===== src/rtl/uart_pkg.sv =====
// Shared constants and enums for the UART command-line decoder.
package uart_pkg;
  localparam logic [7:0] ASCII_CR = 8'h0D;
  localparam logic [7:0] ASCII_LF = 8'h0A;
  localparam logic [7:0] ASCII_0  = 8'h30;
  localparam logic [7:0] ASCII_9  = 8'h39;
  localparam logic [7:0] ASCII_R  = 8'h52;
  localparam logic [7:0] ASCII_S  = 8'h53;
  localparam logic [7:0] ASCII_C  = 8'h43;
  localparam logic [7:0] ASCII_T  = 8'h54;

  localparam logic [2:0] CMD_NONE  = 3'd0;
  localparam logic [2:0] CMD_RUN   = 3'd1;
  localparam logic [2:0] CMD_STOP  = 3'd2;
  localparam logic [2:0] CMD_CLEAR = 3'd3;
  localparam logic [2:0] CMD_SET   = 3'd4;

  typedef enum logic [1:0] {ST_IDLE, ST_ARG, ST_DISCARD} state_e;
  typedef enum logic [1:0] {CLS_LETTER, CLS_DIGIT, CLS_TERM, CLS_OTHER} class_e;
endpackage


===== src/rtl/uart_cmd_decoder_if.sv =====
// Byte-strobe input and command/error output bundle of the decoder.
interface uart_cmd_decoder_if #(parameter int ARG_W = 14);
  logic [7:0]       i_rx_data;
  logic             i_rx_done;
  logic [2:0]       o_cmd;
  logic [ARG_W-1:0] o_arg;
  logic             o_cmd_valid;
  logic             o_cmd_err;

  modport master (output i_rx_data, i_rx_done,
                  input  o_cmd, o_arg, o_cmd_valid, o_cmd_err);
  modport slave  (input  i_rx_data, i_rx_done,
                  output o_cmd, o_arg, o_cmd_valid, o_cmd_err);
endinterface


===== src/rtl/uart_ascii_class.sv =====
// Combinational byte classifier: class, opcode for command letters, digit value.
module uart_ascii_class
  import uart_pkg::*;
(
  input  logic [7:0] data_i,
  output class_e     cls_o,
  output logic [2:0] op_o,
  output logic [3:0] dig_o
);
  logic [7:0] up;

  // Clearing bit 5 folds lowercase command letters onto uppercase.
  assign up = data_i & 8'hDF;

  always_comb begin
    cls_o = CLS_OTHER;
    op_o  = CMD_NONE;
    dig_o = data_i[3:0];
    if (data_i >= ASCII_0 && data_i <= ASCII_9) begin
      cls_o = CLS_DIGIT;
    end else if (data_i == ASCII_CR || data_i == ASCII_LF) begin
      cls_o = CLS_TERM;
    end else begin
      case (up)
        ASCII_R: begin cls_o = CLS_LETTER; op_o = CMD_RUN;   end
        ASCII_S: begin cls_o = CLS_LETTER; op_o = CMD_STOP;  end
        ASCII_C: begin cls_o = CLS_LETTER; op_o = CMD_CLEAR; end
        ASCII_T: begin cls_o = CLS_LETTER; op_o = CMD_SET;   end
        default: ;
      endcase
    end
  end
endmodule


===== src/rtl/uart_cmd_decoder.sv =====
// Assembles "<letter>[digits]<CR|LF>" lines from UART bytes into opcode/argument
// pulses; malformed lines give a single error pulse.
module uart_cmd_decoder
  import uart_pkg::*;
#(
  parameter int MAX_DIGITS = 4,
  parameter int ARG_W      = 14
) (
  input  logic clk,
  input  logic rst,
  uart_cmd_decoder_if.slave bus
);
  localparam int CNT_W = $clog2(MAX_DIGITS + 1);

  class_e           cls;
  logic [2:0]       op;
  logic [3:0]       dig;

  state_e           state_q, state_d;
  logic [2:0]       pend_q, pend_d;
  logic [ARG_W-1:0] acc_q, acc_d;
  logic [CNT_W-1:0] cnt_q, cnt_d;
  logic [2:0]       cmd_q, cmd_d;
  logic [ARG_W-1:0] arg_q, arg_d;
  logic             vld_q, vld_d;
  logic             err_q, err_d;
  logic             legal;

  uart_ascii_class u_cls (
    .data_i (bus.i_rx_data),
    .cls_o  (cls),
    .op_o   (op),
    .dig_o  (dig)
  );

  // SET requires an argument; the other commands must not carry one.
  assign legal = (pend_q == CMD_SET) ? (cnt_q != CNT_W'(0)) : (cnt_q == CNT_W'(0));

  always_comb begin
    state_d = state_q;
    pend_d  = pend_q;
    acc_d   = acc_q;
    cnt_d   = cnt_q;
    cmd_d   = cmd_q;
    arg_d   = arg_q;
    vld_d   = 1'b0;
    err_d   = 1'b0;
    if (bus.i_rx_done) begin
      case (state_q)
        ST_IDLE: begin
          if (cls == CLS_LETTER) begin
            pend_d  = op;
            acc_d   = '0;
            cnt_d   = '0;
            state_d = ST_ARG;
          end else if (cls != CLS_TERM) begin
            state_d = ST_DISCARD;
          end
        end
        ST_ARG: begin
          if (cls == CLS_DIGIT) begin
            if (cnt_q < CNT_W'(MAX_DIGITS)) begin
              acc_d = (acc_q << 3) + (acc_q << 1) + {{(ARG_W-4){1'b0}}, dig};
              cnt_d = cnt_q + CNT_W'(1);
            end else begin
              state_d = ST_DISCARD;
            end
          end else if (cls == CLS_TERM) begin
            state_d = ST_IDLE;
            if (legal) begin
              cmd_d = pend_q;
              arg_d = acc_q;
              vld_d = 1'b1;
            end else begin
              err_d = 1'b1;
            end
          end else begin
            state_d = ST_DISCARD;
          end
        end
        ST_DISCARD: begin
          if (cls == CLS_TERM) begin
            err_d   = 1'b1;
            state_d = ST_IDLE;
          end
        end
        default: state_d = ST_IDLE;
      endcase
    end
  end

  always_ff @(posedge clk or posedge rst) begin
    if (rst) begin
      state_q <= ST_IDLE;
      pend_q  <= CMD_NONE;
      acc_q   <= '0;
      cnt_q   <= '0;
      cmd_q   <= CMD_NONE;
      arg_q   <= '0;
      vld_q   <= 1'b0;
      err_q   <= 1'b0;
    end else begin
      state_q <= state_d;
      pend_q  <= pend_d;
      acc_q   <= acc_d;
      cnt_q   <= cnt_d;
      cmd_q   <= cmd_d;
      arg_q   <= arg_d;
      vld_q   <= vld_d;
      err_q   <= err_d;
    end
  end

  assign bus.o_cmd       = cmd_q;
  assign bus.o_arg       = arg_q;
  assign bus.o_cmd_valid = vld_q;
  assign bus.o_cmd_err   = err_q;
endmodule


===== src/flat_wrapper.sv =====
// flat-port wrapper written by rule: the top's interface ports become plain ports
module uart_cmd_decoder_flat import uart_pkg::*;
#(
  parameter int MAX_DIGITS = 4,
  parameter int ARG_W      = 14
)
  (clk, rst, bus_i_rx_data, bus_i_rx_done, bus_o_cmd, bus_o_arg, bus_o_cmd_valid, bus_o_cmd_err);
  uart_cmd_decoder_if #(.ARG_W(ARG_W)) bus_i ();
  input  logic clk;
  input  logic rst;
  input wire logic [$bits(bus_i.i_rx_data)-1:0] bus_i_rx_data;
  input wire logic [$bits(bus_i.i_rx_done)-1:0] bus_i_rx_done;
  output wire logic [$bits(bus_i.o_cmd)-1:0] bus_o_cmd;
  output wire logic [$bits(bus_i.o_arg)-1:0] bus_o_arg;
  output wire logic [$bits(bus_i.o_cmd_valid)-1:0] bus_o_cmd_valid;
  output wire logic [$bits(bus_i.o_cmd_err)-1:0] bus_o_cmd_err;
  assign bus_i.i_rx_data = bus_i_rx_data;
  assign bus_i.i_rx_done = bus_i_rx_done;
  assign bus_o_cmd = bus_i.o_cmd;
  assign bus_o_arg = bus_i.o_arg;
  assign bus_o_cmd_valid = bus_i.o_cmd_valid;
  assign bus_o_cmd_err = bus_i.o_cmd_err;
  uart_cmd_decoder #(.MAX_DIGITS(MAX_DIGITS), .ARG_W(ARG_W)) u_core (.clk(clk), .rst(rst), .bus(bus_i));
endmodule

===== config.mk =====
export PLATFORM = sky130hd
export DESIGN_NAME = uart_cmd_decoder_flat
export DESIGN_NICKNAME = d
export VERILOG_FILES = /design/src/rtl/uart_pkg.sv /design/src/rtl/uart_cmd_decoder_if.sv /design/src/rtl/uart_ascii_class.sv /design/src/rtl/uart_cmd_decoder.sv /design/src/flat_wrapper.sv
export SDC_FILE = /design/constraint.sdc
export NUM_CORES = 1
export LEC_CHECK = 0
export ABC_AREA = 1
export BUFFER_PORTS_ARGS = -buffer_cell sky130_fd_sc_hd__buf_4
export CAP_MARGIN = 30
export CORE_AREA = 4 4 81 83
export DETAILED_ROUTE_END_ITERATION = 16
export DIE_AREA = 0 0 85 87
export PLACE_DENSITY = 0.69
export SYNTH_ARGS = -nofsm -noshare
export SYNTH_HDL_FRONTEND = slang
export SYNTH_SLANG_ARGS = --single-unit

===== constraint.sdc =====
create_clock -name clk -period 2.45 [get_ports clk]
set_clock_uncertainty 0.2 [all_clocks]
set_input_delay 0.735 -clock clk [delete_from_list [all_inputs] [get_ports clk]]
set_output_delay 0.735 -clock clk [all_outputs]
set_load 0.02 [all_outputs]

Yosys cells after proc, flatten, opt, wreduce, memory -nomap -nowiden
Cells that the tools add are included.
Word-level totals
  register bits after elaboration: 41
  input port bits: 11
  output and inout port bits: 19
  logic and storage cells: 78
Cells by class
  add/sub/neg operators: 3
  order comparisons: 3
  equality and inequality tests: 18
  mux-type cells: 33
  bitwise operators: 1
  reductions and logical operators: 12
Operators by type and width (number)
  $mux W14: 3
  $eq A7 B6 Y1 const B: 4
  $pmux W14 S2: 1
  $mux W2: 9
  $eq A8 B4 Y1 const B: 2
  $mux W3: 5
  $add A14 B14 Y14: 1
  $add A14 B4 Y14: 1
  $pmux W3 S4: 1
  $mux W1: 11
  $reduce_and A5 Y1: 2
  $ge A8 B6 Y1 const B: 1
  $le A8 B6 Y1 const B: 1
  $ne A2 B1 Y1 const B: 4
  $pmux W2 S3: 1
  $pmux W3 S2: 1
  $eq A2 B1 Y1 const B: 2
  $eq A2 B2 Y1 const B: 2
  $logic_not A2 Y1: 2
  $reduce_and A4 Y1: 1
  $reduce_or A4 Y1: 1
  $add A3 B1 Y3 const B: 1
  $eq A3 B3 Y1 const B: 1
  $logic_not A3 Y1: 1
  11 further kinds: 11

Depth between registers and ports, before layout
Gate-level depths: netlist of the first run.
  depth in word-level cells: 10
  mapped depth: 11
  gate-level depth less buffers: 11

Cells and area by module
Synthesis of the first run repeated with hierarchy kept, for this count alone.
Second synthesis, totals
  cell total of the unflattened synthesis: 361
  area, all modules: 2728.9 um^2
Modules (own cells, without submodules)
  uart_cmd_decoder: times used 1, cells an instance 325, area each 2558.7 um^2, seq. area each 1026.0 um^2
  uart_ascii_class: times used 1, cells an instance 36, area each 170.2 um^2, seq. area each 0.0 um^2

Least setup slack after synthesis of the first run
No wires, ideal clock.
  kind: input-to-reg
  start: in bus_i_rx_data[3]
  end: reg u_core.acc_q[10]
  setup time: 117 ps
  arrival: 2263 ps
  data required time: 2133 ps
  setup slack: -129 ps
  stages: 10
  buffers on the path: 0
  cell sequence: fa_1 fa_1 nand2_1 nand3_1 nand3_1 nand3_1 nand2_1 nor2_1 nand2_1 nand2_1
On the way
  cells in the longest elaborated chain, start to end: 8
  elaborated cells on any way between the ends: 23
  classes of those cells: add/sub (1); order compare (2); eq/ne (9); mux (6); reduce/logical (5)
RTL lines
  start: declaration: line flat_wrapper.sv:11  | input wire logic [$bits(bus_i.i_rx_data)-1:0] bus_i_rx_data;
  $eq A7 B6 Y1: line uart_ascii_class.sv:24  | case (up)
  $reduce_or A4 Y1 (no line)
  $mux W2: line uart_ascii_class.sv:24
  $mux W2: line uart_ascii_class.sv:21  | end else if (data_i == ASCII_CR || data_i == ASCII_LF) begin
  $mux W2: line uart_ascii_class.sv:19  | if (data_i >= ASCII_0 && data_i <= ASCII_9) begin
  $eq A2 B1 Y1 or $logic_not A2 Y1 (tied branches): line uart_cmd_decoder.sv:61, uart_cmd_decoder.sv:51
  $ne A2 B1 Y1 (no line)
  $reduce_and A5 Y1 (no line)
  end signal: assignment: line uart_cmd_decoder.sv:96  | acc_q <= '0;
  end signal: assignment: line uart_cmd_decoder.sv:105  | acc_q <= acc_d;
  end: declaration: line uart_cmd_decoder.sv:21  | logic [ARG_W-1:0] acc_q, acc_d;
Several ways; a longest one is shown, not always the timed one. The select of a mux whose other input is x is not followed.
A chain may end at the register's enable or synchronous reset.

Worst setup path in the final report of the first run
  start: in bus_i_rx_data[3]
  end: reg u_core.acc_q[8]
The elaborated chain is that of the path after synthesis.

==> results summary, run 1 <==
The share of synthesized area occupied by flip-flops and latches is 0.356. The final critical path time including I/O delays and setup came out at around 2.3 ns. The number of flip-flops and latches in the synthesized netlist is a little over 40. The final layout contains approximately 470 nets.

The detailed-route DRC error count came out at 0. The sequential power share is 0.480. The cell sitting at the root of the clock tree is a sky130_fd_sc_hd__clkbuf_8. In this run the worst setup path begins at bus_i_rx_data[3]. The number of cells traversed by the worst register-to-register path is 10. The vertical die dimension came out at slightly below 90 um.

The register-to-register setup slack is approximately 0.17 ns. The initial utilization of the core area, before any placement, comes to 0.493. The ratio of cells with drive above 1 in the final layout came out at 0.186.

The number of max-cap violations is 0. The power per cell area came out at approximately 430 nW/um2. The first detailed-routing pass ran for 4 iterations. The number of distinct library cells after synthesis came out at 30. The net switching fraction of the power is 0.268. The number of global-route vias before repair came out at ~2400. Yosys mapped a number of flops with a built-in enable equal to 0. Counting along the longest clock path gives a buffer depth of 2. The post-synthesis area per instance is 7.43 um2. The number of diodes came out at 0.

Relative to the synthesized area, the layout overhead comes to 15.4%. The number of synthesis warnings came out at 0. Detailed routing inserted a total of approximately 2500 vias. The worst setup path is launched from an input pin. Setup repair after global routing left no endpoint under its margin. Routability-driven placement finished with a final weighted congestion of 0.876. Of all nets on the critical path, the largest fanout is 3. The most used flip-flop cell after synthesis is sky130_fd_sc_hd__dfrtp_1.

The portion of total power attributed to the clock network came out at 0.367. Clock tree synthesis inserted a total of 5 buffers. The category of the worst setup path capture point is a flip-flop. The HPWL reported at the end of detailed placement came out at between 4000 and 5000 um. The core region is 5850 um2.

The setup path with the least slack is of type input pin to flip-flop. The worst register-to-register path begins at u_core.acc_q[0]$_DFFE_PP0P_. After the first detailed-routing iteration, the DRC count stood at 138. Buffers placed on the I/O ports in this run total 29. Entering global routing, the biggest net connects 42 pins.

The global-route wire length before repair came out at 10900 um. The horizontal die dimension came out at between 80 and 90 um. The post-route setup TNS is 0 ns. The all-layer global routing usage is 0.181. The worst relative slew slack is 0.646.

The residual overflow from global routing came out at 0. The instance count of the mapped netlist is 388. The clock latency on the worst-skew pair came out at just under 0.3 ns. The count of final hold-check violations is 0. The end-of-flow core utilization came out at 0.569. Data on the critical path arrives at its endpoint at approximately 2.4 ns.

The number of sinks handled by clock tree synthesis is slightly above 40. The critical path ends at u_core.acc_q[8]$_DFFE_PP0P_. The full die area came out at approximately 7400 um2.

The wire length reported by the detailed router came out at between 6000 and 7000 um. The I/O pin total came out at 30. The clock tree from TritonCTS is done. The count of endpoints failing setup in the final report is 0. The net count after synthesis came out at between 400 and 500. At the pin with the least slew margin, the transition time is ~0.53 ns.

The max-slew violation count was 0. The total power is around 1.4 mW. The combinational share of power came out at 0.152.

The wire length per cell is 12.6 um. The analysis attributes to cell leakage a power of 1.96 nW. The clock tree synthesis step divided the H-tree into 2 levels.

The fmax is 428 MHz. Dividing the final minimum period by the clock period gives 0.954. After synthesis the cells add up to 2880 um2.

The post-detailed-route count of antenna-violating nets came out at 0. In this run the worst hold path is classified as flip-flop to flip-flop. At the worst endpoint, the required time is between 2 and 2.5 ns. For this run, asynchronously set or reset flops after synthesis account for 1.00. The run finished with clean final reports. The hold-fix buffer count after cts came out at 0. The net switching power figure is slightly below 400 uW. The register clock-pin slew on the reported worst setup and hold paths came out at around 0.070 ns. The internal portion of total power is approximately 1.1 mW. The mean number of vias per cell is 5.01. The standard-cell row count is 28. The number of antenna violations at the first check in global routing came out at 0. The worst supply voltage drop on vdd came out at 0.000217 V. In this run the critical register-to-register path is captured at u_core.acc_q[8]$_DFFE_PP0P_.
power groups by stage:
stage	clock network (mW)	registers [mW]	logic, mW
after floorplan	0	0.706	0.166
after global placement	0	0.708	0.215
after detailed placement	0	0.707	0.220
after CTS	0.544	0.694	0.222
after global routing	0.578	0.695	0.249
final	0.531	0.694	0.220
logic make-up (layout without fill, tap and decap cells):
family | after synthesis | after routing | share of synthesized area
buffers and inverters | 50 | 91 | 0.0842
adder cells (fa/ha/maj) | 29 | 29 | 0.131
XOR/XNOR | 3 | 3 | 0.00911
flip-flops | 41 | 41 | 0.356
AND/OR/NAND/NOR | 246 | 246 | 0.376
AO/OA/AOI/OAI | 19 | 19 | 0.0438
timing repair:
item / CTS / global route
setup endpoints to repair: 0 / 5
buffers inserted: 0 / 2
gates resized for setup: 0 / 3
critical path, cell delays in order:
cell and delay (ns):
sky130_fd_sc_hd__buf_4 0.12, sky130_fd_sc_hd__fa_2 0.45, sky130_fd_sc_hd__fa_2 0.43, sky130_fd_sc_hd__buf_4 0.15, sky130_fd_sc_hd__nand2_1 0.06, sky130_fd_sc_hd__nand3_1 0.08
sky130_fd_sc_hd__nand2_1 0.07, sky130_fd_sc_hd__nand2_1 0.05, sky130_fd_sc_hd__nor2_1 0.10, sky130_fd_sc_hd__nand2_1 0.06, sky130_fd_sc_hd__nand2_1 0.07
final cells by class:
cell class	count	area (um2)
flip-flops and latches	41	1030
well taps	75	93.8
clock buffers	5	68.8
repair buffers	40	300
inverters	44	170
clock inverters	2	35.0
fillers	562	2520
multi-input cells	297	1630
registers in the layout, summed over array words and instances (netlist names):
name / cells
u_core.acc_q: 14
u_core.bus.o_arg: 14
u_core.bus.o_cmd: 3
u_core.bus.o_cmd_err: 1
u_core.bus.o_cmd_valid: 1
u_core.cnt_q: 3
u_core.pend_q: 3
u_core.state_q: 2
per-layer routing:
metal | share of wire | vias to the layer above | GRT usage
met1 | 0.47 | 1172 | 0.240
met5 | 0 | - | 0
li1 | - | 1294 | -
met2 | 0.48 | 55 | 0.308
met3 | 0.049 | 5 | 0.0303
met4 | 0.0090 | 0 | 0.0460
synth_stat cells (4+ instances only):
master | n | area [um2]
sky130_fd_sc_hd__a21oi_1 | 6 | 30.0
sky130_fd_sc_hd__nor2_1 | 30 | 113
sky130_fd_sc_hd__nand4_1 | 5 | 31.3
sky130_fd_sc_hd__nand2_1 | 172 | 646
sky130_fd_sc_hd__o21ai_0 | 4 | 20.0
sky130_fd_sc_hd__o21ai_2 | 4 | 35.0
sky130_fd_sc_hd__nand3_1 | 18 | 90.1
sky130_fd_sc_hd__dfrtp_1 | 41 | 1030
sky130_fd_sc_hd__buf_6 | 4 | 45.0
sky130_fd_sc_hd__ha_1 | 27 | 338
sky130_fd_sc_hd__nand3_2 | 8 | 80.1
sky130_fd_sc_hd__inv_1 | 41 | 154
stage by stage:
step                      hold WS (ns)  area [um2]  cells  setup WS (ns)
after floorplan                  0.242        2890    388        0.00244
after global placement           0.266        3200    495         -0.190
after detailed placement         0.267        3200    495         -0.256
after CTS                        0.288        3300    502         0.0524
after global routing             0.309        3330    504         0.0191
final                            0.286        3330    504          0.113
worst min path at each step:
| stage | start | cells past startpoint | to | slack [ns] |
|---|---|---|---|---|
| 3_5_place_dp | u_core.bus.o_arg[1]$_DFFE_PP0P_ | 2 | u_core.bus.o_arg[1]$_DFFE_PP0P_ | 0.27 |
| 2_1_floorplan | u_core.acc_q[13]$_DFFE_PP0P_ | 2 | u_core.bus.o_arg[13]$_DFFE_PP0P_ | 0.24 |
| 3_3_place_gp | u_core.bus.o_arg[9]$_DFFE_PP0P_ | 2 | u_core.bus.o_arg[9]$_DFFE_PP0P_ | 0.27 |
| 5_1_grt | u_core.bus.o_cmd[1]$_DFFE_PP0P_ | 2 | u_core.bus.o_cmd[1]$_DFFE_PP0P_ | 0.31 |
| 6_report | u_core.bus.o_cmd[2]$_DFFE_PP0P_ | 2 | u_core.bus.o_cmd[2]$_DFFE_PP0P_ | 0.29 |
| 4_1_cts | u_core.bus.o_cmd[2]$_DFFE_PP0P_ | 2 | u_core.bus.o_cmd[2]$_DFFE_PP0P_ | 0.29 |
cell usage in the layout, fill, tap and decap left out:
cell,netlist,final
sky130_fd_sc_hd__nand4_2,1,1
sky130_fd_sc_hd__nand2_4,2,2
sky130_fd_sc_hd__nor3_4,1,1
sky130_fd_sc_hd__ha_2,0,1
sky130_fd_sc_hd__o21ai_2,4,4
sky130_fd_sc_hd__nand2_1,172,172
sky130_fd_sc_hd__o21a_1,2,2
sky130_fd_sc_hd__fa_2,0,2
sky130_fd_sc_hd__o21bai_1,2,2
sky130_fd_sc_hd__nor2_4,1,1
sky130_fd_sc_hd__nand2_2,3,3
sky130_fd_sc_hd__a21boi_2,1,1
sky130_fd_sc_hd__inv_1,41,41
sky130_fd_sc_hd__nor2_2,3,3
sky130_fd_sc_hd__dfrtp_1,41,41
sky130_fd_sc_hd__nand3b_1,1,1
sky130_fd_sc_hd__ha_1,27,26
sky130_fd_sc_hd__nand3_1,18,16
sky130_fd_sc_hd__clkbuf_8,0,5
sky130_fd_sc_hd__buf_4,1,40
sky130_fd_sc_hd__xor2_1,2,2
sky130_fd_sc_hd__nand4_1,5,5
sky130_fd_sc_hd__nor2_1,30,30
sky130_fd_sc_hd__nand3_4,1,1
sky130_fd_sc_hd__a21oi_1,6,6
sky130_fd_sc_hd__nand3_2,8,10
sky130_fd_sc_hd__clkinv_2,0,1
sky130_fd_sc_hd__o21ai_0,4,4
sky130_fd_sc_hd__bufinv_16,0,1
sky130_fd_sc_hd__xnor2_1,1,1
sky130_fd_sc_hd__inv_6,1,1
sky130_fd_sc_hd__inv_2,2,2
(Power assumes the default switching activity.)
==> run 2: changes to the inputs <==
--- a/config.mk
+++ b/config.mk
@@ -8,10 +8,9 @@
 export ABC_AREA = 1
 export BUFFER_PORTS_ARGS = -buffer_cell sky130_fd_sc_hd__buf_4
 export CAP_MARGIN = 30
-export CORE_AREA = 4 4 81 83
+export CORE_AREA = 4 4 111 113
 export DETAILED_ROUTE_END_ITERATION = 16
-export DIE_AREA = 0 0 85 87
-export PLACE_DENSITY = 0.69
+export DIE_AREA = 0 0 115 117
 export SYNTH_ARGS = -nofsm -noshare
 export SYNTH_HDL_FRONTEND = slang
 export SYNTH_SLANG_ARGS = --single-unit
==> constraint.sdc (replaced) <==
create_clock -name clk -period 2.31 [get_ports clk]
set_clock_uncertainty 0.2 [all_clocks]
set_input_delay 0.693 -clock clk [delete_from_list [all_inputs] [get_ports clk]]
set_output_delay 0.693 -clock clk [all_outputs]
set_load 0.02 [all_outputs]
==> run 2 against run 1 <==
  * The flow now finishes with violations (negative setup slack)
  * Sequential power increased by 6.2%
  * Combinational power increased by 11%
  * Total power increased by 31%
  * Utilization decreased by 25 points
  * Routed wire length increased by 3.7%
  * Global-route usage decreased by 8.1 points
  * Critical path depth unchanged
  * First-iteration DRC count increased by 30%
  * Setup slack got worse by 0.14 ns
  * Clock power increased by 73%
  * Non-clock buffer count increased by 3
  * Register-to-register slack got worse by 0.13 ns
==> results summary, run 2 (synthesis gave the netlist of run 1 again) <==
The flow ran to the end, but the final reports show violations. The checks that failed: negative setup slack. The detailed-route DRC error count was 0 (unchanged). The count of port buffers added during placement came to 29 (unchanged). The maximum number of pins on one net before global-route repair is 42 (unchanged). The final critical path time including I/O delays and setup is between 2 and 2.5 ns. The horizontal die dimension came to 115 um (+35%). The pin slew with the least headroom to its limit is 0.539 ns (+0.00686 ns).

The worst-path cell with the longest stage delay is sky130_fd_sc_hd__fa_2. The clock latency on the worst-skew pair came out at 0.28 ns (about the same). STA classifies the critical path endpoint as a flip-flop. The setup slack after layout is -0.0306 ns (-0.143 ns). The HPWL reported at the end of detailed placement is 5040 um (+4.6%). The vertical die dimension was 117 um (+34%). The residual overflow from global routing was 0 (unchanged).

The static power due to leakage is 2.02 nW (+3.2%). The CTS buffer count is 5 (unchanged). The count of endpoints failing setup in the final report is 2 (+2). The global-route layer with the greatest usage is met2. The standard-cell row count was 39 (+39%). Setup repair after global routing could not meet its margin everywhere.

The hold-fix buffer count after cts is 0 (unchanged). The library cell used most frequently in the layout, excluding fill and tap cells, is sky130_fd_sc_hd__nand2_1. Leaving out fill and tap cells, the most frequent cells in the layout are sky130_fd_sc_hd__nand2_1, sky130_fd_sc_hd__inv_1, sky130_fd_sc_hd__buf_4, sky130_fd_sc_hd__dfrtp_1, sky130_fd_sc_hd__nor2_1. The total area of multi-input combinational cells came out at 1740 um2 (+6.5%).

Clock tree synthesis selected as its root buffer the cell sky130_fd_sc_hd__clkbuf_16. In this run the worst hold path is classified as flip-flop to flip-flop. The count of final hold-check violations was 0 (unchanged). The max-slew violation count came to 0 (unchanged). The number of diodes is 0 (unchanged). The number of sinks handled by clock tree synthesis came out at 41 (unchanged).

The initial cell density of the core is 0.255 (-0.238). The kind of start point of the critical path is an input pin. The number of global-route vias before repair came out at 2388 (-0.67%). The cell family contributing the most delay on the critical path is adder cells. The ratio of cells with drive above 1 in the final layout came out at 0.233 (+0.0468).

The number of filler instances in the final layout came out at 1225 (+120%). The fmax came out at 427 MHz. The number of detailed-routing iterations run before antenna repair came out at 4 (unchanged).

The wire length reported by the detailed router came to 6580 um (+3.7%). The global routing usage on met1 is 0.145 (-0.0941). The worst-case clock buffer depth came out at 2 (unchanged). The maximum net fanout on the critical path came out at 3 (unchanged). The post-detailed-route count of antenna-violating nets came out at 0 (unchanged). The final standard cell count with taps included and fillers excluded came out at 576 (+14%). The worst supply voltage drop on vdd is 0.000305 V (+40%). The register clock-pin slew on the reported worst setup and hold paths was 0.06 ns (about the same).

The number of antenna violations at the first check in global routing came out at 0 (unchanged). The all-layer global routing usage came out at 0.100 (-0.0806). The most numerous cell type found on the critical path is sky130_fd_sc_hd__nand3_2. The cell total after placement is 566 (+14%).

The mean number of vias per cell came out at 4.23 (-16%). The maximum cell stage delay along the critical path is 0.51 ns (+0.06 ns). The number of violations reported at the end of detailed-routing iteration 0 came out at 179 (+30%). The full die area is 13500 um2 (+82%). The total buffers and inverters traversed by the critical path came out at 1 (-1). The final weighted congestion of routability-driven global placement came out at 0.909 (+3.8%). By startpoint and endpoint, the worst setup path is classified as input pin to flip-flop. The post-route setup TNS came out at -0.0505 ns (-0.0505 ns). The required time at the endpoint of the critical path was 2.28 ns (-0.20 ns). The met2 routing resource usage after global routing was 0.158 (-0.150). The area of the core came out at 11300 um2 (+93%). The I/O pin total came out at 30 (unchanged).

The post-synthesis to final-layout area growth is 26.6%. The storage element area is 1030 um2 (unchanged). The met3 global-route usage is 0.0211 (-0.00919).

The number of H-tree levels came out at 2 (unchanged). The number of max-cap violations is 0 (unchanged). The data arrival time at the worst-slack endpoint is 2.31 ns (-0.06 ns). The wire length per cell came out at 11.4 um (-9.3%). The global-route wire length before repair came to 11100 um (+1.8%).

The total via count in the routed design is 2439 (-3.4%). The worst relative slew slack was 0.641 (-0.00457). The signal on the critical path passes through buf_8, fa_2, fa_2, nand2_2, nand3_2, nand3_2, nand3_2, nand2_2, nor2_2, nand2_1, nand2_1. The final net count came out at 472 (+0.64%). The power per cell area came out at 520 nW/um2 (+20%). In the finished design, the share of the clock period the worst path needs comes to 1.01. TritonCTS built the clock tree.
[run 2: cell count changes in the layout (fill, tap and decap cells not counted), sizes merged]
cell / before / now
inv: 44 / 45
buf: 40 / 43
clkinv: 1 / 0
bufinv: 1 / 2
[run 2: final cells by class]
| cell class | count | share of cell area |
|---|---|---|
| Sequential cell | 41 | 0.281 |
| Clock buffer | 5 | 0.0343 |
| Tap cell | 143 | 0.0490 |
| Timing Repair Buffer | 43 | 0.0939 |
| Clock inverter | 3 | 0.0188 |
| Inverter | 44 | 0.0466 |
| Multi-Input combinational cell | 297 | 0.476 |
[run 2: routing by layer]
| layer | wire length [um] | vias to the layer above |
|---|---|---|
| met5 | 0 | - |
| met4 | 40 | 0 |
| met3 | 352 | 4 |
| met2 | 2860 | 50 |
| met1 | 3330 | 1089 |
| li1 | - | 1296 |
[run 2: what timing repair did]
action | CTS | global route
buffers inserted | 0 | 2
resized for setup | 0 | 19
setup endpoints to repair | 0 | 7
[run 2: per-stage QoR]
step,worst slack [ns],instance area (um2),utilization,power [mW],hold WS [ns]
floorplan,-0.0419,2930,-,0.926,0.242
global placement,-0.231,3350,0.296,0.981,0.266
detailed placement,-0.265,3350,0.296,0.993,0.266
CTS,0.00444,3550,0.313,1.91,0.289
global route,-0.0849,3650,0.323,1.98,0.305
finish,-0.0306,3650,0.323,1.90,0.283
[run 2: worst register-to-register path, stage by stage, from the launching register on]
cell and delay (ns):
sky130_fd_sc_hd__dfrtp_1 0.43, sky130_fd_sc_hd__fa_2 0.52, sky130_fd_sc_hd__fa_2 0.42, sky130_fd_sc_hd__nand2_2 0.09, sky130_fd_sc_hd__nand3_2 0.08, sky130_fd_sc_hd__nand3_2 0.10, sky130_fd_sc_hd__nand3_2 0.08, sky130_fd_sc_hd__nand2_2 0.08
sky130_fd_sc_hd__nor2_2 0.03, sky130_fd_sc_hd__nand2_1 0.07, sky130_fd_sc_hd__nand2_1 0.06
[run 2: power by group]
| part | total (mW) | leakage, nW | internal, mW | switching [mW] |
|---|---|---|---|---|
| clock network | 0.919 | 0.0944 | 0.623 | 0.296 |
| logic | 0.244 | 1.36 | 0.0843 | 0.159 |
| registers | 0.737 | 0.571 | 0.729 | 0.00831 |
| total | 1.90 | 2.02 | 1.44 | 0.464 |
[run 2: worst paths after layout]
path / slack, ns / from / cells past startpoint / end
min: 0.28 / u_core.bus.o_arg[13]$_DFFE_PP0P_ / 2 / u_core.bus.o_arg[13]$_DFFE_PP0P_
max: -0.03 / bus_i_rx_data[3] / 11 / u_core.acc_q[10]$_DFFE_PP0P_
min in group asynchronous: 0.35 / rst / 3 / u_core.bus.o_arg[6]$_DFFE_PP0P_
max in group asynchronous: 1.19 / rst / 3 / u_core.acc_q[0]$_DFFE_PP0P_
max reg2reg: 0.04 / u_core.acc_q[0]$_DFFE_PP0P_ / 10 / u_core.acc_q[10]$_DFFE_PP0P_
min reg2reg: 0.28 / u_core.bus.o_arg[13]$_DFFE_PP0P_ / 2 / u_core.bus.o_arg[13]$_DFFE_PP0P_
==> run 3: changes to the inputs <==
--- a/config.mk
+++ b/config.mk
@@ -8,9 +8,9 @@
 export ABC_AREA = 1
 export BUFFER_PORTS_ARGS = -buffer_cell sky130_fd_sc_hd__buf_4
 export CAP_MARGIN = 30
-export CORE_AREA = 4 4 111 113
+export CORE_AREA = 4 4 123 102
 export DETAILED_ROUTE_END_ITERATION = 16
-export DIE_AREA = 0 0 115 117
+export DIE_AREA = 0 0 127 106
 export SYNTH_ARGS = -nofsm -noshare
 export SYNTH_HDL_FRONTEND = slang
 export SYNTH_SLANG_ARGS = --single-unit
==> run 3 against run 2 <==
  * The run now ends clean
  * Die area is essentially flat
  * Critical path type unchanged
  * Critical path depth unchanged
  * Design area down 0.96%
  * Combinational power fell by 2%
  * Global-route usage grew 0.26 points
  * Sequential share of layout area up 0.27 points
  * Routed wire length grew 2.3%
  * Setup slack improved by 0.041 ns
  * Highest routed layer unchanged
  * Non-clock buffer count grew 1
  * Total power down 4.7%
  * Flip-flop and latch count unchanged
==> results summary, run 3 (synthesis gave the netlist of run 1 again) <==
The setup slack after layout came out at 0.0105 ns (+0.0411 ns). The count of endpoints failing setup in the final report came out at 0 (-2). The number of violations reported at the end of detailed-routing iteration 0 is 138 (-23%). The placement-stage worst setup slack is -0.255 ns (+0.00951 ns). The residual overflow from global routing is 0 (unchanged).

The number of detailed-routing iterations run before antenna repair is 5 (+1). The CTS buffer count was 5 (unchanged). The run finished with clean final reports.

The worst-case clock buffer depth is 2 (unchanged). The register-to-register setup slack came out at 0.07 ns (+0.03 ns). The post-synthesis to final-layout area growth is 25.4%. In the layout the commonest cells are sky130_fd_sc_hd__nand2_1, sky130_fd_sc_hd__buf_4, sky130_fd_sc_hd__inv_1, sky130_fd_sc_hd__dfrtp_1, sky130_fd_sc_hd__nor2_1. The max-slew violation count came out at 0 (unchanged).

The number of filler instances in the final layout came out at 1220 (-0.41%). The wire length per cell came to 11.6 um (+1.2%). The full die area was 13500 um2 (about the same). The final cell area excluding filler cells came out at 3620 um2 (-0.96%). The slowest stage of the critical path is the sky130_fd_sc_hd__fa_2 cell. The kind of start point of the critical path is an input pin. The post-detailed-route count of antenna-violating nets was 0 (unchanged). The data arrival time at the worst-slack endpoint is 2.28 ns (-0.03 ns).

The I/O pin total is 30 (unchanged). The mean number of vias per cell came to 4.31 (+1.8%). The source of the worst register-to-register timing path is u_core.acc_q[0]$_DFFE_PP0P_.

The global-route wire length before repair came out at 11400 um (+3.1%). The clock latency on the worst-skew pair is 0.28 ns (about the same). The fmax came out at 435 MHz (+1.8%). The area of the core is 11300 um2 (-0.20%). The final critical-path share of the clock period is 0.995 (-0.0178). The number of H-tree levels came out at 2 (unchanged).

The number of diodes came out at 0 (unchanged). The register clock-pin slew on the reported worst setup and hold paths is 0.06 ns (about the same). The number of max-cap violations is 0 (unchanged). The path class of the tightest hold or removal check is flip-flop to flip-flop. The cell sitting at the root of the clock tree is a sky130_fd_sc_hd__clkbuf_16.

The all-layer global routing usage came out at 0.103 (+0.00261). The static power due to leakage is 2.02 nW (about the same). The number of antenna violations at the first check in global routing came out at 0 (unchanged). The detailed-route DRC error count came out at 0 (unchanged). The worst supply voltage drop on vdd is 0.000258 V (-15%). The final net count is 473 (+0.21%).

TritonCTS built the clock tree. The cell count of the worst hold path came out at 2 (unchanged). The most common library cell in the layout ignoring fill and taps is sky130_fd_sc_hd__nand2_1. The required time at the endpoint of the critical path was 2.29 ns (about the same). The hold-fix buffer count after cts came to 0 (unchanged). The maximum cell stage delay along the critical path came to 0.51 ns (about the same). The total via count in the routed design came to 2508 (+2.8%).

The area of placed instances came out at 3370 um2 (+0.41%). The path with the worst hold slack has its endpoint at u_core.bus.o_arg[13]$_DFFE_PP0P_. The end-of-flow core utilization came out at 0.320 (-0.00246). The wire length reported by the detailed router is 6730 um (+2.3%). The standard-cell row count was 35 (-10%). The count of port buffers added during placement is 29 (unchanged). The maximum number of pins on one net before global-route repair came to 42 (unchanged). The final critical path time including I/O delays and setup came out at 2.30 ns (-0.0411 ns). The number of global-route vias before repair came out at 2416 (+1.2%).

The origin of the worst min-delay path is u_core.acc_q[13]$_DFFE_PP0P_. The count of final hold-check violations is 0 (unchanged). The pin slew with the least headroom to its limit is 0.523 ns (-0.0156 ns). The maximum net fanout on the critical path came to 4 (+1). The number of sinks handled by clock tree synthesis came out at 41 (unchanged).

The post-route setup TNS is 0 ns (+0.0505 ns). The vertical die dimension came out at 106 um (-9.4%). The worst relative slew slack came out at 0.651 (+0.0104). The endpoint identified for the worst register-to-register timing path is u_core.acc_q[10]$_DFFE_PP0P_. The ratio of cells with drive above 1 in the final layout came to 0.221 (-0.0121). The critical path is of the input pin to flip-flop type. The power per cell area was 501 nW/um2 (-3.8%). The category of the worst setup path capture point is a flip-flop. The initial cell density of the core came to 0.255 (+0.000508). The number of cells traversed by the worst register-to-register path is 10 (unchanged). Walking the worst path, the cells encountered are buf_8, fa_2, fa_2, nand2_2, nand3_2, nand3_2, nand3_2, nand2_1, nor2_1, nand2_1, nand2_1. The horizontal die dimension came out at 127 um (+10%). Setup repair after global routing could not meet its margin everywhere.

The final weighted congestion of routability-driven global placement is 0.855 (-6.0%). The HPWL reported at the end of detailed placement came out at 5280 um (+4.8%).
-- run 3: layout make-up --
type                    count  area (um2)  share of cell area
inverters                  44         170              0.0471
multi-input cells         297        1710               0.472
flip-flops and latches     41        1030               0.284
well taps                 148         185              0.0512
clock inverters             2        37.5              0.0104
repair buffers             44         350              0.0969
clock buffers               6         139              0.0384
-- run 3: power by group --
| group | switching, mW | internal, mW | leakage [nW] | total [mW] |
|---|---|---|---|---|
| Combinational | 0.157 | 0.0829 | 1.37 | 0.240 |
| Clock | 0.295 | 0.539 | 0.0831 | 0.834 |
| Sequential | 0.00790 | 0.729 | 0.571 | 0.737 |
| Total | 0.459 | 1.35 | 2.02 | 1.81 |
-- run 3: how the worst max path moves through the flow --
stage | start | endpoint | slack [ns] | depth (start not counted)
after floorplan | bus_i_rx_data[3] | u_core.acc_q[10]$_DFFE_PP0P_ | -0.04 | 10
after global placement | bus_i_rx_data[3] | u_core.acc_q[10]$_DFFE_PP0P_ | -0.22 | 11
after detailed placement | bus_i_rx_data[3] | u_core.acc_q[10]$_DFFE_PP0P_ | -0.26 | 11
after CTS | bus_i_rx_data[3] | u_core.acc_q[10]$_DFFE_PP0P_ | 0.04 | 11
after global routing | bus_i_rx_data[3] | u_core.acc_q[10]$_DFFE_PP0P_ | -0.09 | 11
final | bus_i_rx_data[3] | u_core.acc_q[10]$_DFFE_PP0P_ | 0.01 | 11
-- run 3: what timing repair did --
action	CTS	global route
setup endpoints to repair	0	7
buffers inserted	0	2
gates resized for setup	0	13
-- run 3: metal layers --
metal  vias up  GRT usage  wire (um)
met5         -          0          0
met4         0     0.0184         38
met3         6     0.0266        335
met2        47      0.150       2740
met1      1154      0.154       3620
li1       1301          -          -
-- run 3: per-stage QoR --
stage | power (mW) | std cells | hold slack (ns)
after floorplan | 0.926 | 388 | 0.242
after global placement | 0.982 | 572 | 0.266
after detailed placement | 0.986 | 572 | 0.267
after CTS | 1.83 | 580 | 0.285
after global routing | 1.90 | 582 | 0.307
final | 1.81 | 582 | 0.281
-- run 3: worst max-delay path, delay by kind of cell --
family	cells	cell delay [ns]
buffers and inverters	1	0.10
and+or+nand+nor	8	0.55
adders and majority gates	2	0.93
